$ cat config.mk
export PLATFORM = sky130hd
export DESIGN_NAME = branch_resolve_flat
export DESIGN_NICKNAME = d
export VERILOG_FILES = /design/src/rtl/branch_resolve_pkg.sv /design/src/rtl/branch_resolve_if.sv /design/src/rtl/branch_resolve_pred_fifo.sv /design/src/rtl/branch_resolve.sv /design/src/flat_wrapper.sv
export SDC_FILE = /design/constraint.sdc
export NUM_CORES = 1
export LEC_CHECK = 0
export CORE_MARGIN = 2
export CORE_UTILIZATION = 28
export CTS_CLUSTER_SIZE = 24
export DETAILED_ROUTE_END_ITERATION = 12
export DONT_BUFFER_PORTS = 1
export SLEW_MARGIN = 20
export SYNTH_ARGS = -nofsm -noshare
export SYNTH_HDL_FRONTEND = slang
export SYNTH_HIERARCHICAL = 1
export SYNTH_SLANG_ARGS = --single-unit
$ cat constraint.sdc
create_clock -name clk -period 7.6 [get_ports clk]
set_clock_uncertainty 0.05 [all_clocks]
set_input_delay 1.52 -clock clk [delete_from_list [all_inputs] [get_ports clk]]
set_output_delay 1.52 -clock clk [all_outputs]
set_load 0.01 [all_outputs]
$ cat src/rtl/branch_resolve_pkg.sv
// rtl/branch_resolve_pkg.sv - shared PC width, FSM state encodings and queue entry layout
`ifndef PC_SIZE
`define PC_SIZE 32
`endif

package branch_resolve_pkg;

  localparam int PC_SIZE = `PC_SIZE;

  typedef enum logic [1:0] {
    RS_IDLE     = 2'd0,
    RS_REDIRECT = 2'd1,
    RS_DRAIN    = 2'd2
  } rs_state_e;

  // One outstanding fetch prediction, oldest at the queue head.
  typedef struct packed {
    logic [PC_SIZE-1:0] pc;
    logic               taken;
    logic [PC_SIZE-1:0] target;
  } pred_entry_t;

endpackage

$ cat src/rtl/branch_resolve_if.sv
// rtl/branch_resolve_if.sv - fetch/EX handshake bundle for branch_resolve
interface branch_resolve_if
  import branch_resolve_pkg::*;
#(
  parameter int PC_W = PC_SIZE
);

  logic            pred_valid;
  logic [PC_W-1:0] pred_pc;
  logic            pred_taken;
  logic [PC_W-1:0] pred_target;
  logic            pred_ready;
  logic            res_valid;
  logic [PC_W-1:0] res_pc;
  logic            res_taken;
  logic [PC_W-1:0] res_target;
  logic            pc_sel;
  logic [PC_W-1:0] ex_pc;
  logic            flush;
  logic            busy;
  logic [31:0]     br_cnt;
  logic [31:0]     mis_cnt;
  logic            err;

  // Pipeline side: fetch pushes predictions, EX reports outcomes.
  modport master (
    output pred_valid, pred_pc, pred_taken, pred_target,
    output res_valid, res_pc, res_taken, res_target,
    input  pred_ready, pc_sel, ex_pc, flush, busy, br_cnt, mis_cnt, err
  );

  // Resolver side.
  modport slave (
    input  pred_valid, pred_pc, pred_taken, pred_target,
    input  res_valid, res_pc, res_taken, res_target,
    output pred_ready, pc_sel, ex_pc, flush, busy, br_cnt, mis_cnt, err
  );

endinterface

$ cat src/rtl/branch_resolve_pred_fifo.sv
// rtl/branch_resolve_pred_fifo.sv - in-order prediction tracking queue with bulk clear
module branch_resolve_pred_fifo #(
  parameter int DEPTH = 4,
  parameter int W     = 65
) (
  input  logic         clk,
  input  logic         rst,
  input  logic         push,
  input  logic [W-1:0] push_data,
  input  logic         pop,
  input  logic         clear,
  output logic [W-1:0] head,
  output logic         full,
  output logic         empty
);

  localparam int AW = $clog2(DEPTH);
  localparam int CW = AW + 1;

  logic [W-1:0]  mem [DEPTH];
  logic [AW-1:0] rd_ptr;
  logic [AW-1:0] wr_ptr;
  logic [CW-1:0] count;

  // Pointer/occupancy bookkeeping; clear wins so a squash empties the queue outright.
  always_ff @(posedge clk or posedge rst) begin
    if (rst) begin
      rd_ptr <= '0;
      wr_ptr <= '0;
      count  <= '0;
    end else if (clear) begin
      rd_ptr <= '0;
      wr_ptr <= '0;
      count  <= '0;
    end else begin
      if (push) wr_ptr <= wr_ptr + AW'(1);
      if (pop)  rd_ptr <= rd_ptr + AW'(1);
      if (push && !pop)      count <= count + CW'(1);
      else if (pop && !push) count <= count - CW'(1);
    end
  end

  // Entry storage; a push while full relies on the same-cycle pop vacating the head slot.
  always_ff @(posedge clk) begin
    if (push && !clear) mem[wr_ptr] <= push_data;
  end

  assign head  = mem[rd_ptr];
  assign full  = (count == CW'(DEPTH));
  assign empty = (count == '0);

endmodule

$ cat src/rtl/branch_resolve.sv
// rtl/branch_resolve.sv - compares EX outcomes with fetch predictions and drives redirect
module branch_resolve
  import branch_resolve_pkg::*;
#(
  parameter int PC_W      = PC_SIZE,
  parameter int DEPTH     = 4,
  parameter int DRAIN_CYC = 2
) (
  input logic             clk,
  input logic             rst,
  branch_resolve_if.slave bus
);

  localparam int DCW = $clog2(DRAIN_CYC + 1);

  typedef struct packed {
    logic [PC_W-1:0] pc;
    logic            taken;
    logic [PC_W-1:0] target;
  } entry_t;

  rs_state_e       state;
  logic [DCW-1:0]  drain_cnt;
  logic            pc_sel_q;
  logic            flush_q;
  logic            err_q;
  logic [PC_W-1:0] ex_pc_q;
  logic [31:0]     br_cnt_q;
  logic [31:0]     mis_cnt_q;

  entry_t          push_entry;
  entry_t          head;
  logic            fifo_full;
  logic            fifo_empty;
  logic            idle;
  logic            res_acc;
  logic            pred_ready_c;
  logic            push_acc;
  logic [PC_W-1:0] seq_pc;
  logic [PC_W-1:0] correct_next;
  logic            pc_mismatch;
  logic            mispredict;
  logic            redirect;
  logic            proto_err;

  assign idle         = (state == RS_IDLE);
  assign res_acc      = idle & bus.res_valid & ~fifo_empty;
  // A pop in the same cycle frees a slot, so a full queue can still take a push.
  assign pred_ready_c = idle & (~fifo_full | res_acc);
  assign push_acc     = bus.pred_valid & pred_ready_c;
  assign push_entry   = '{pc: bus.pred_pc, taken: bus.pred_taken, target: bus.pred_target};

  assign seq_pc       = bus.res_pc + PC_W'(4);
  assign correct_next = bus.res_taken ? bus.res_target : seq_pc;
  assign pc_mismatch  = (bus.res_pc != head.pc);
  assign mispredict   = (bus.res_taken != head.taken) |
                        (head.taken ? (head.target != correct_next) : (head.target != seq_pc));
  // A PC mismatch means the queue is out of step with EX; recover the same way as a mispredict.
  assign redirect     = res_acc & (mispredict | pc_mismatch);
  assign proto_err    = (idle & bus.res_valid & fifo_empty) | (res_acc & pc_mismatch);

  branch_resolve_pred_fifo #(
    .DEPTH(DEPTH),
    .W    ($bits(entry_t))
  ) u_fifo (
    .clk      (clk),
    .rst      (rst),
    .push     (push_acc & ~redirect),
    .push_data(push_entry),
    .pop      (res_acc),
    .clear    (redirect),
    .head     (head),
    .full     (fifo_full),
    .empty    (fifo_empty)
  );

  // Recovery FSM with registered redirect outputs, statistics and sticky error.
  always_ff @(posedge clk or posedge rst) begin
    if (rst) begin
      state     <= RS_IDLE;
      drain_cnt <= '0;
      pc_sel_q  <= 1'b0;
      flush_q   <= 1'b0;
      ex_pc_q   <= '0;
      br_cnt_q  <= '0;
      mis_cnt_q <= '0;
      err_q     <= 1'b0;
    end else begin
      pc_sel_q <= 1'b0;
      flush_q  <= 1'b0;
      if (res_acc && br_cnt_q != 32'hFFFF_FFFF) br_cnt_q <= br_cnt_q + 32'd1;
      if (proto_err) err_q <= 1'b1;
      case (state)
        RS_IDLE: begin
          if (redirect) begin
            state    <= RS_REDIRECT;
            pc_sel_q <= 1'b1;
            flush_q  <= 1'b1;
            ex_pc_q  <= correct_next;
            if (mis_cnt_q != 32'hFFFF_FFFF) mis_cnt_q <= mis_cnt_q + 32'd1;
          end
        end
        RS_REDIRECT: begin
          drain_cnt <= DCW'(DRAIN_CYC - 1);
          state     <= RS_DRAIN;
        end
        RS_DRAIN: begin
          if (drain_cnt == '0) state <= RS_IDLE;
          else                 drain_cnt <= drain_cnt - DCW'(1);
        end
        default: state <= RS_IDLE;
      endcase
    end
  end

  assign bus.pred_ready = pred_ready_c;
  assign bus.pc_sel     = pc_sel_q;
  assign bus.flush      = flush_q;
  assign bus.ex_pc      = ex_pc_q;
  assign bus.busy       = ~idle;
  assign bus.br_cnt     = br_cnt_q;
  assign bus.mis_cnt    = mis_cnt_q;
  assign bus.err        = err_q;

endmodule

$ cat src/flat_wrapper.sv
// flat-port wrapper written by rule: the top's interface ports become plain ports
module branch_resolve_flat import branch_resolve_pkg::*;
#(
  parameter int PC_W      = PC_SIZE,
  parameter int DEPTH     = 4,
  parameter int DRAIN_CYC = 2
)
  (clk, rst, bus_pred_valid, bus_pred_pc, bus_pred_taken, bus_pred_target, bus_res_valid, bus_res_pc, bus_res_taken, bus_res_target, bus_pred_ready, bus_pc_sel, bus_ex_pc, bus_flush, bus_busy, bus_br_cnt, bus_mis_cnt, bus_err);
  branch_resolve_if #(.PC_W(PC_W)) bus_i ();
  input logic clk;
  input logic rst;
  input wire logic [$bits(bus_i.pred_valid)-1:0] bus_pred_valid;
  input wire logic [$bits(bus_i.pred_pc)-1:0] bus_pred_pc;
  input wire logic [$bits(bus_i.pred_taken)-1:0] bus_pred_taken;
  input wire logic [$bits(bus_i.pred_target)-1:0] bus_pred_target;
  input wire logic [$bits(bus_i.res_valid)-1:0] bus_res_valid;
  input wire logic [$bits(bus_i.res_pc)-1:0] bus_res_pc;
  input wire logic [$bits(bus_i.res_taken)-1:0] bus_res_taken;
  input wire logic [$bits(bus_i.res_target)-1:0] bus_res_target;
  output wire logic [$bits(bus_i.pred_ready)-1:0] bus_pred_ready;
  output wire logic [$bits(bus_i.pc_sel)-1:0] bus_pc_sel;
  output wire logic [$bits(bus_i.ex_pc)-1:0] bus_ex_pc;
  output wire logic [$bits(bus_i.flush)-1:0] bus_flush;
  output wire logic [$bits(bus_i.busy)-1:0] bus_busy;
  output wire logic [$bits(bus_i.br_cnt)-1:0] bus_br_cnt;
  output wire logic [$bits(bus_i.mis_cnt)-1:0] bus_mis_cnt;
  output wire logic [$bits(bus_i.err)-1:0] bus_err;
  assign bus_i.pred_valid = bus_pred_valid;
  assign bus_i.pred_pc = bus_pred_pc;
  assign bus_i.pred_taken = bus_pred_taken;
  assign bus_i.pred_target = bus_pred_target;
  assign bus_i.res_valid = bus_res_valid;
  assign bus_i.res_pc = bus_res_pc;
  assign bus_i.res_taken = bus_res_taken;
  assign bus_i.res_target = bus_res_target;
  assign bus_pred_ready = bus_i.pred_ready;
  assign bus_pc_sel = bus_i.pc_sel;
  assign bus_ex_pc = bus_i.ex_pc;
  assign bus_flush = bus_i.flush;
  assign bus_busy = bus_i.busy;
  assign bus_br_cnt = bus_i.br_cnt;
  assign bus_mis_cnt = bus_i.mis_cnt;
  assign bus_err = bus_i.err;
  branch_resolve #(.PC_W(PC_W), .DEPTH(DEPTH), .DRAIN_CYC(DRAIN_CYC)) u_core (.clk(clk), .rst(rst), .bus(bus_i));
endmodule
==> run metrics <==
max frequency=173 MHz; last weighted congestion value of the routability-driven placer=0.944; startpoint of the worst-slack reg-to-reg timing path=u_core/u_fifo/rd_ptr[0]$_DFFE_PP0P_; number of sinks on the clock net=369; number of enable-type register cells in the synthesized netlist=260; growth of design area from synthesis to finish=13.6%; outcome=completed; routed length per instance=25.5 um; CP max FO=43; clk slew on worst S/H paths=0.06 ns; clk_lat worst skew=0.59 ns; port buffer count=0; net switching component of the power=0.00211 W; antenna cells=0; number of remaining DRC errors=0; antenna violations before repair=0; biggest area contributors in the synthesized netlist=sky130_fd_sc_hd__edfxtp_1, sky130_fd_sc_hd__dfrtp_1, sky130_fd_sc_hd__mux4_2, sky130_fd_sc_hd__xor2_1, sky130_fd_sc_hd__xnor2_1; flops & latches, synth=369; category of the worst setup path launch point=flop; pin slew with the least headroom to its limit=0.930 ns; Comb pwr share=24.5%; Die Span Y=250 um; part of the Yosys area used for sequential elements=62.1%; CTS tree=built; post-placement cell area=17,800 um^2; layer with the highest usage=met2; end of the critical path=u_core/u_fifo/mem[0][24]$_DFFE_PP_; leading register cell type out of synthesis=sky130_fd_sc_hd__edfxtp_1; Synth top area share=46.0%; number of nets in the finished design=1,348; register-to-register path setup slack=1.81 ns; Setup violations, final=0; maximum buffer depth of the clock tree=3; P_int=0.00449 W; share of power burned in the clock network=33.0%; worst ir drop on vdd=0.227 mV; Setup Total Neg Slack=0 ns; Sequential Power Share=42.4%; Max-slew headroom=37.4%; unique cell type count in the Yosys netlist=70; routed wire length=51,400 um; cell type with the highest aggregate area in the netlist=sky130_fd_sc_hd__edfxtp_1; cells after synthesis=1,210; Tightest Hold Check Type=flop to flop; vias in the first global route=10.3k; Synth Net Count=1,353; total congestion overflow after global routing=0; count of pins on the block boundary=235; total count of max-transition violations in the final report=0; post-CTS repair timing setup buffer count=0; vias per cell=5.06; quantity of gates resized following cts=0; chip width=250 um; Worst setup startpoint=u_core/u_fifo/rd_ptr[0]$_DFFE_PP0P_; placed wire-length estimate=38,400 um; total number of H-tree levels=2; endpoint arrival time on the critical path=5.99 ns; post-detailed-route count of antenna-violating nets=0; Pwr Density=342 nW/um^2; mean post-synth cell area=14.0 um^2; post-route cell area=19,300 um^2; DIE AREA=62,600 um^2; met1 Track Usage GR=20.2%; met2 routing resource usage after global routing=25.1%; count of cells along the worst register-to-register path=14; Final Hold Viols=0; netlist area before placement=17,000 um^2; switch share=31.9%; leakage power summed over all cells=6.76 nW; 1st-iter DRT viols=869; # rows=90; total track usage=16.2%; root buffer cell=sky130_fd_sc_hd__clkbuf_16; placeable core area=60,100 um^2; synthesis warning total=6; required time of the critical path=7.80 ns; share of synthesized flip-flops with an asynchronous set or reset=29.5%; post-layout min period=5.79 ns; period utilization=76.2%; max-cap violation count=0; met3 global-route usage=8.34%; router iterations before antenna repair=7; reg2reg end=u_core/u_fifo/mem[0][24]$_DFFE_PP_; global-route wire length before repair=74,100 um; total via count after detailed routing=10.2k; Critical Path End Type=flop; number of hold-repair buffers added at the cts stage=0; category of the most critical setup path=flop to flop; effective utilization at floorplan=28.2%; share of the core filled with cells in the final layout=32.0%; total CTS buffers=43; unrepaired setup endpoints after global routing=no; maximum number of pins on one net before global-route repair=94; fraction of final layout cells with drive strength greater than 1=13.8%
==> layout by cell type (no fill, tap or decap), drive strengths merged, types with 10 or more instances in the layout <==
cell,netlist,layout
edfxtp,260,260
dfrtp,109,109
xor2,93,93
nand2,76,76
xnor2,70,70
nor2,68,68
mux4,65,65
clkbuf,24,57
o21ai,44,44
inv,39,43
nand4,37,37
nand3,36,36
nor4,33,33
a21oi,32,32
nor3,24,24
and3,16,16
buf,41,15
and4,11,11
mux2i,10,10
==> per-layer routing <==
layer	up-vias	wire (um)
met5	-	0
met4	0	768
met3	50	6540
met2	416	23600
met1	5210	20500
li1	4542	-
==> kinds of logic after synthesis <==
| logic type | count (synthesis) | synth area share, % |
|---|---|---|
| flip-flops | 369 | 62.1 |
| AO/OA/AOI/OAI | 129 | 4.77 |
| AND/OR/NAND/NOR | 352 | 11.0 |
| XOR/XNOR | 163 | 8.42 |
| buffers and inverters | 104 | 3.11 |
| multiplexers | 84 | 9.86 |
| adder cells (fa/ha/maj) | 9 | 0.708 |
==> flip-flops by register name, summed over array words and instances, names as in the netlist <==
signal / flops
u_core/state: 2
u_core/u_fifo/mem: 260
u_core/bus.ex_pc: 32
u_core/u_fifo/count: 3
u_core/bus.mis_cnt: 32
u_core/bus.flush: 1
u_core/bus.err: 1
u_core/u_fifo/rd_ptr: 2
u_core/bus.br_cnt: 32
u_core/u_fifo/wr_ptr: 2
u_core/drain_cnt: 2
==> worst max-delay path, stage by stage, from the launching register on <==
cell and delay, ns:
sky130_fd_sc_hd__dfrtp_4 0.81, sky130_fd_sc_hd__buf_4 0.34, sky130_fd_sc_hd__mux4_2 0.54, sky130_fd_sc_hd__xor2_1 0.16
sky130_fd_sc_hd__nor4_1 0.48, sky130_fd_sc_hd__nand2_1 0.14, sky130_fd_sc_hd__nor3_1 0.32, sky130_fd_sc_hd__o2111ai_1 0.22
sky130_fd_sc_hd__nor4_1 0.32, sky130_fd_sc_hd__nand4_1 0.23, sky130_fd_sc_hd__o21ai_4 0.20, sky130_fd_sc_hd__and3_1 0.33
sky130_fd_sc_hd__nor2b_1 0.25, sky130_fd_sc_hd__and2_2 0.63, sky130_fd_sc_hd__buf_12 0.35
==> Yosys cell counts (all sizes together) (8+ instances only) <==
cell	count
nand2	76
nor4	33
a21oi	32
mux2i	10
edfxtp	260
xor2	93
buf	41
inv	39
o21ai	44
ha	8
nand3	36
clkbuf	24
nor2	68
and3	16
and4	11
mux2	9
mux4	65
nor3	24
xnor2	70
nand4	37
dfrtp	109
==> layout make-up <==
cell class | instances | area, um^2
tap | 782 | 978
timing repair buffer | 15 | 175
fill | 5913 | 40900
sequential | 369 | 10500
clock inverter | 21 | 320
clock buffer | 57 | 1190
multi-input combinational | 737 | 5910
inverter | 39 | 149
==> power by group through the flow <==
stage / Combinational, W / Clock, W / Sequential (W)
6_report: 0.00162 / 0.00218 / 0.00280
5_1_grt: 0.00175 / 0.00232 / 0.00285
4_1_cts: 0.00163 / 0.00223 / 0.00281
3_5_place_dp: 0.00162 / 0 / 0.00285
3_3_place_gp: 0.00161 / 0 / 0.00284
2_1_floorplan: 0.00127 / 0 / 0.00270
==> worst min-delay path by stage <==
stage | startpoint | end | slack [ns] | depth (start not counted)
after floorplan | u_core/state[0]$_DFFE_PP0P_ | u_core/drain_cnt[1]$_DFFE_PP0P_ | 0.45 | 1
after detailed placement | u_core/bus.mis_cnt[14]$_DFFE_PP0P_ | u_core/bus.mis_cnt[14]$_DFFE_PP0P_ | 0.49 | 1
final | u_core/bus.mis_cnt[14]$_DFFE_PP0P_ | u_core/bus.mis_cnt[14]$_DFFE_PP0P_ | 0.50 | 1
after CTS | u_core/bus.mis_cnt[14]$_DFFE_PP0P_ | u_core/bus.mis_cnt[14]$_DFFE_PP0P_ | 0.50 | 1
after global routing | u_core/bus.mis_cnt[14]$_DFFE_PP0P_ | u_core/bus.mis_cnt[14]$_DFFE_PP0P_ | 0.53 | 1
after global placement | u_core/drain_cnt[0]$_DFFE_PP0P_ | u_core/drain_cnt[0]$_DFFE_PP0P_ | 0.47 | 1
==> per-stage QoR <==
stage	total power, W	std cells	hold slack (ns)	worst slack [ns]
6_report	0.00659	2020	0.501	1.81
5_1_grt	0.00691	2020	0.531	1.52
4_1_cts	0.00667	2020	0.502	1.81
3_5_place_dp	0.00447	1942	0.491	1.56
3_3_place_gp	0.00444	1942	0.467	1.64
2_1_floorplan	0.00396	1210	0.450	1.03
Note: power is estimated with default switching activity, not from simulation.
